$ cat src/rtl/mem_arbiter.sv
// Arbitrates the shared 4-bank main memory between the I-cache and D-cache.
// Ownership is held for a whole locked sequence and only released once all banks drain.
module mem_arbiter #(
    parameter int ADDR_W     = 16,
    parameter int DATA_W     = 16,
    parameter int NBANK      = 4,
    parameter int HOLD_LIMIT = 64
) (
    input  logic              clk,
    input  logic              rst,
    input  logic              i_lock,
    input  logic              i_rd,
    input  logic              i_wr,
    input  logic [ADDR_W-1:0] i_addr,
    input  logic [DATA_W-1:0] i_data_in,
    output logic              i_grant,
    output logic              i_stall,
    output logic [DATA_W-1:0] i_data_out,
    output logic [NBANK-1:0]  i_busy,
    input  logic              d_lock,
    input  logic              d_rd,
    input  logic              d_wr,
    input  logic [ADDR_W-1:0] d_addr,
    input  logic [DATA_W-1:0] d_data_in,
    output logic              d_grant,
    output logic              d_stall,
    output logic [DATA_W-1:0] d_data_out,
    output logic [NBANK-1:0]  d_busy,
    output logic [ADDR_W-1:0] m_addr,
    output logic [DATA_W-1:0] m_data_in,
    output logic              m_rd,
    output logic              m_wr,
    input  logic [DATA_W-1:0] m_data_out,
    input  logic [NBANK-1:0]  m_busy,
    input  logic              m_stall,
    input  logic              m_err,
    output logic              err
);

    localparam int HOLD_W = $clog2(HOLD_LIMIT + 1);
    localparam logic [HOLD_W-1:0] HOLD_MAX = HOLD_W'(HOLD_LIMIT);

    typedef enum logic [1:0] {
        ST_IDLE,
        ST_OWN_I,
        ST_OWN_D,
        ST_DRAIN
    } state_t;

    state_t            state_q, state_d;
    logic              last_owner_q, last_owner_d;   // 0 = I, 1 = D
    logic              owner_q, owner_d;
    logic [HOLD_W-1:0] hold_cnt_q, hold_cnt_d;
    logic              err_q, err_d;

    logic own_sel, own_lock, own_rd, own_wr, other_lock;

    always_comb begin
        own_sel    = (state_q == ST_OWN_D);
        own_lock   = own_sel ? d_lock : i_lock;
        own_rd     = own_sel ? d_rd   : i_rd;
        own_wr     = own_sel ? d_wr   : i_wr;
        other_lock = own_sel ? i_lock : d_lock;
    end

    // NOTE: every variable gets a default before the case so no path leaves it unassigned (no latches).
    always_comb begin
        state_d      = state_q;
        last_owner_d = last_owner_q;
        owner_d      = owner_q;
        hold_cnt_d   = hold_cnt_q;
        err_d        = err_q;
        case (state_q)
            ST_IDLE: begin
                // On a tie the side that did not own last time wins.
                if (i_lock && (!d_lock || last_owner_q)) begin
                    state_d    = ST_OWN_I;
                    owner_d    = 1'b0;
                    hold_cnt_d = '0;
                end else if (d_lock) begin
                    state_d    = ST_OWN_D;
                    owner_d    = 1'b1;
                    hold_cnt_d = '0;
                end
            end
            ST_OWN_I, ST_OWN_D: begin
                if (other_lock) begin
                    if (hold_cnt_q != HOLD_MAX) hold_cnt_d = hold_cnt_q + 1'b1;
                    if (hold_cnt_d == HOLD_MAX) err_d = 1'b1;
                end
                if (own_rd && own_wr) err_d = 1'b1;
                if (!own_lock) begin
                    state_d      = ST_DRAIN;
                    last_owner_d = own_sel;
                end
            end
            ST_DRAIN: begin
                if (m_busy == '0) state_d = ST_IDLE;
            end
            default: state_d = ST_IDLE;
        endcase
        if (m_err) err_d = 1'b1;
    end

    // NOTE: sequential state uses non-blocking assignments only, so every register samples pre-edge values.
    always_ff @(posedge clk) begin
        if (rst) begin
            state_q      <= ST_IDLE;
            last_owner_q <= 1'b1;
            owner_q      <= 1'b0;
            hold_cnt_q   <= '0;
            err_q        <= 1'b0;
        end else begin
            state_q      <= state_d;
            last_owner_q <= last_owner_d;
            owner_q      <= owner_d;
            hold_cnt_q   <= hold_cnt_d;
            err_q        <= err_d;
        end
    end

    // Outputs are forced to zero during reset so an in-flight bank result never reaches a cache.
    always_comb begin
        i_grant    = 1'b0;
        i_stall    = 1'b0;
        i_data_out = '0;
        i_busy     = '0;
        d_grant    = 1'b0;
        d_stall    = 1'b0;
        d_data_out = '0;
        d_busy     = '0;
        m_addr     = '0;
        m_data_in  = '0;
        m_rd       = 1'b0;
        m_wr       = 1'b0;
        err        = 1'b0;
        if (!rst) begin
            err     = err_q | m_err;
            i_stall = i_lock;
            d_stall = d_lock;
            case (state_q)
                ST_OWN_I: begin
                    i_grant    = 1'b1;
                    m_rd       = i_rd;
                    m_wr       = i_wr;
                    m_addr     = i_addr;
                    m_data_in  = i_data_in;
                    i_data_out = m_data_out;
                    i_busy     = m_busy;
                    i_stall    = m_stall;
                end
                ST_OWN_D: begin
                    d_grant    = 1'b1;
                    m_rd       = d_rd;
                    m_wr       = d_wr;
                    m_addr     = d_addr;
                    m_data_in  = d_data_in;
                    d_data_out = m_data_out;
                    d_busy     = m_busy;
                    d_stall    = m_stall;
                end
                ST_DRAIN: begin
                    if (owner_q) begin
                        d_data_out = m_data_out;
                        d_busy     = m_busy;
                    end else begin
                        i_data_out = m_data_out;
                        i_busy     = m_busy;
                    end
                end
                default: ;
            endcase
        end
    end

endmodule

$ cat config.mk
export PLATFORM = sky130hd
export DESIGN_NAME = mem_arbiter
export DESIGN_NICKNAME = d
export VERILOG_FILES = /design/src/rtl/mem_arbiter.sv
export SDC_FILE = /design/constraint.sdc
export NUM_CORES = 1
export LEC_CHECK = 0
export CORE_MARGIN = 4
export CORE_UTILIZATION = 29
export CTS_CLUSTER_SIZE = 28
export DETAILED_ROUTE_END_ITERATION = 7
export HOLD_SLACK_MARGIN = 0.06
export PLACE_DENSITY = 0.81
export RECOVER_POWER = 50
export SETUP_SLACK_MARGIN = 0.4
export SLEW_MARGIN = 20
export SYNTH_ARGS = -nofsm -noshare
export SYNTH_HDL_FRONTEND = slang
export SYNTH_SLANG_ARGS = --single-unit
$ cat constraint.sdc
create_clock -name clk -period 2.4 [get_ports clk]
set_input_delay 0.48 -clock clk [delete_from_list [all_inputs] [get_ports clk]]
set_output_delay 0.48 -clock clk [all_outputs]
set_load 0.02 [all_outputs]
Yosys cells after proc, flatten, opt, wreduce, memory -nomap -nowiden
Cells that the tools add are included.
W data, S select, Z words.
- add/subtract/negate cells: 1
- multiply operators: 0
- divide/modulo/power cells: 0
- order comparisons: 0
- equality and inequality tests: 9
- shifts and indexed selects: 0
- multiplexer cells: 52
- bitwise operators: 2
- reduce and logical (&&, ||, !) cells: 17
- operators by type and width (cell ; count):
    $pmux W16 S2 ; 4
    $mux W16 ; 6
    $mux W7 ; 6
    $mux W1 ; 22
    $mux W4 ; 4
    $pmux W4 S2 ; 2
    $pmux W7 S2 ; 1
    $reduce_and A3 Y1 ; 3
    $mux W2 ; 4
    $add A7 B1 Y7 const B ; 1
    $eq A7 B7 Y1 const B ; 1
    $ne A7 B7 Y1 const B ; 1
    $ne A2 B2 Y1 const B ; 3
    $pmux W2 S3 ; 1
    $reduce_bool A2 Y1 ; 3
    $reduce_bool A3 Y1 ; 2
    $eq A2 B2 Y1 const B ; 2
    $logic_not A4 Y1 ; 1
    $pmux W1 S2 ; 2
    $reduce_and A2 Y1 ; 2
    $ne A3 B3 Y1 const B ; 1
    $eq A2 B1 Y1 const B ; 1
    $logic_and A1 B1 Y1 ; 2
    $logic_not A2 Y1 ; 1
    other kinds (5) ; 5
- register bits after elaboration: 12
- latch bits: 0
- bits in writable memories: 0
- bits in read-only memories: 0
- input port bits: 94
- memories: 0

Logic depth before layout (Yosys ltp)
- depth after elaboration: 10
- gate-level depth with buffers: 8
- gate-level depth less buffers: 6

Least setup slack after synthesis
Ideal clock, no wire load.
- kind: register -> output
- start: register state_q[0]
- end: output m_addr[0]
- arrival time: 1767 ps
- data required time: 1920 ps
- setup slack: 153 ps
- stages on the path, launching flop included: 8
- cell sequence: dfxtp_1 > inv_1 > ha_1 > clkbuf_1 > clkbuf_1 > buf_1 > a22oi_1 > nor2_1
- cells in the longest elaborated chain, start to end: 3
- elaborated cells between the ends (all ways): 4
- ends and longest elaborated chain (item ; RTL line ; text):
    start: declaration ; 50 ; state_t state_q, state_d;
    start signal: assignment ; 114 ; state_q <= state_d;
    $eq A2 B2 Y1 ; - ;
    via own_sel ; 56 ; logic own_sel, own_lock, own_rd, own_wr, other_lock;
    $pmux W16 S2 ; 141 ; case (state_q)
    $mux W16 ; 137 ; if (!rst) begin
    end: declaration ; 29 ; output logic [ADDR_W-1:0] m_addr,
The timed path passes the listed nets, and every way through them passes these cells.

Worst setup path after layout
- start: register state_q[0]
- end: output m_data_in[12]
- cells in the longest elaborated chain, start to end: 3
- elaborated cells between the ends (all ways): 4
- ends and longest elaborated chain (item ; RTL line ; text):
    $eq A2 B2 Y1 ; - ;
    via own_sel ; 56 ;
    $pmux W16 S2 ; 141 ;
    $mux W16 ; 137 ;
    end: declaration ; 30 ; output logic [DATA_W-1:0] m_data_in,
The timed path passes the listed nets, and every way through them passes these cells.

==> impl_metrics.json <==
{
  "status": "completed",
  "io_buffers": 172,
  "ios": 173,
  "via_per_inst": 5.49,
  "cp.arrival_ns": 1.75,
  "grt-ovfl-total": 0,
  "dp_slack_ns": -0.209,
  "drv_slew": 0,
  "cts_made_buffers": 3,
  "yosys-top-cells-area": "nor2_1, a22oi_1, dfxtp_1",
  "grt_max_degree": 33,
  "finalSetupTns_ns": 0,
  "fp.dieW_um": 84.0,
  "yosysSeqAreaShare_pct": 14.4,
  "clkLatencyLatePin_ns": 0.24,
  "grt_pass1_wl_um": 14500,
  "cts_tree": "built",
  "fin_nets": 555,
  "h-tree-depth": 1,
  "ys_warn_count": 0,
  "route.detailed.drc": 0,
  "cts.clk_slew.worst_paths_ns": 0.06,
  "final_cell_mix": "clkdlybuf4s50_1, nor2_1, buf_6",
  "synth_flop_cell": "dfxtp_1",
  "cts_root_buf": "clkbuf_8",
  "total_power_w": 0.00401,
  "fp.dieH_um": 84.0,
  "crit_type": "reg -> out",
  "worst_pin_slew_ns": 0.405,
  "peakVddDrop_v": 0.000656,
  "final_antenna_net_count": 0,
  "max_cap_violations": 0,
  "first_iter_violations": 173,
  "synth.cell_area_um2": 1670,
  "max_freq_mhz": 449,
  "finalWirelength_um": 10600,
  "postSynthAreaPerCell_um2": 6.17,
  "syn_inst": 271,
  "synth_top_area_cell": "nor2_1",
  "max_stage_delay_ns": 0.38,
  "finalHoldViolCount": 0,
  "antenna_found_initial": 0,
  "core-area_um2": 5540,
  "vias": 2882,
  "relSlewSlack_pct": 73.0,
  "p_leak_nw": 1.61,
  "critPathSlowestCell": "dfxtp_4",
  "synth_enable_flop_cells": 0,
  "holdPathStages": 2,
  "finalWorstSetupSlack_ns": 0.174,
  "die-area_um2": 7050,
  "num_rows": 27,
  "finalCriticalPeriod_ns": 2.23,
  "setup_viol": 0,
  "worstHoldPathType": "reg -> reg",
  "synth.distinct_cells": 43,
  "cp_cell_sequence": "inv_6 > ha_2 > buf_16 > a22oi_2 > nor2_1 > buf_4",
  "hpwl_um": 6500,
  "worst_clock_skew_ns": 0.00277,
  "ff2ff_path_depth": 8,
  "gp_congestion": 0.934,
  "async_reset_ff_share_pct": 0,
  "min_period_over_period_pct": 92.7,
  "areaGrowthSynthToFinish_pct": 155,
  "required_ns": 1.92,
  "rsz0062_at_grt": "true",
  "synth_seq_cells": 12,
  "p_per_area_nw_per_um2": 942,
  "grt_pass1_vias": 2701,
  "first_pass_iters": 4,
  "wire_per_inst_um": 20.2,
  "grtUsageTotal_pct": 24.7,
  "synthDominantCellAreaShare_pct": 18.0,
  "final_common_cell": "clkdlybuf4s50_1",
  "cp_max_fo": 10,
  "num_antenna_cells": 0,
  "start_util_pct": 30.2,
  "clockBufferDepth": 2,
  "layout-drive-gt1-share_pct": 42.4,
  "cts_sinks": 12,
  "synth_nets": 372,
  "endpoint_kind": "primary output",
  "start_kind": "flip-flop"
}
## cells by family after synthesis
group,Yosys count,share of synthesized area (%)
multiplexers,4,2.47
XOR/XNOR,1,0.524
AND/OR/NAND/NOR,142,40.7
AO/OA/AOI/OAI,72,29.2
flip-flops,12,14.4
buffers and inverters,33,7.48
adder cells (fa/ha/maj),7,5.24
## worst paths after layout
kind,from,endpoint,slack [ns]
hold / removal,hold_cnt_q[6]$_SDFFE_PP0P_,hold_cnt_q[6]$_SDFFE_PP0P_,0.52
setup reg to reg,state_q[0]$_SDFFE_PP0P_,state_q[0]$_SDFFE_PP0P_,0.23
setup / recovery,state_q[0]$_SDFFE_PP0P_,m_data_in[12],0.17
hold reg to reg,hold_cnt_q[6]$_SDFFE_PP0P_,hold_cnt_q[6]$_SDFFE_PP0P_,0.52
## layout make-up
type	instances	area, um^2
flip-flops and latches	12	248
clock buffers	4	55.1
well taps	72	90.1
multi-input cells	226	1760
fillers	354	1280
repair buffers	202	2080
inverters	9	38.8
## worst max-delay path: cells and delay by family (launching register included)
kind                       cells  cell delay (ns)
adders and majority gates      1             0.38
AOI/OAI and AO/OA              1             0.09
DFF                            1             0.38
buffers and inverters          3             0.45
and+or+nand+nor                1             0.19
## per-stage QoR
step                      hold WS [ns]  std cells  utilization [%]  cell area [um^2]
final                            0.517        525             76.9              4260
after global routing             0.540        525             76.9              4260
after CTS                        0.518        513             67.1              3720
after detailed placement         0.510        503             64.8              3590
after global placement           0.490        503             64.8              3590
after floorplan                  0.463        271                -              1750
## registers in the layout, indices dropped and copies added, names as in the netlist
register and cells:
hold_cnt_q 7, last_owner_q 1, state_q 2, owner_q 1, err_q 1
## synthesized netlist by cell type (2+ instances only)
master and instances:
buf_1 2, o211ai_1 3, o21ai_0 6, nand2_1 5
or3_1 2, nor2_1 80, nor2b_1 2, nand2b_1 23
and2_2 2, nand4_1 3, nand3_1 6, dfxtp_1 12
clkbuf_1 21, a21oi_1 17, mux2i_1 3, a22oi_1 34
ha_1 7, inv_1 9, nor3_1 3, and2_1 8
## timing repair
action	in CTS	in global routing
buffers inserted	1	5
gates resized for setup	359	167
hold buffers	0	0
gates cloned	5	7
pin swaps	16	20
endpoints found under the setup margin	81	78
## routing by layer
| layer | track usage (%) | vias up | part of all wire, % |
|---|---|---|---|
| li1 | - | 1316 | - |
| met1 | 29.0 | 1358 | 36 |
| met2 | 44.5 | 172 | 52 |
| met3 | 5.33 | 36 | 8.4 |
| met4 | 7.46 | 0 | 3.6 |
| met5 | 0 | - | 0 |
## power breakdown
| group | switching (W) | internal, W | total [W] |
|---|---|---|---|
| clock network | 0.0000830 | 0.000145 | 0.000228 |
| logic | 0.00181 | 0.00165 | 0.00347 |
| registers | 0.0000650 | 0.000252 | 0.000317 |
(Power assumes the default switching activity.)
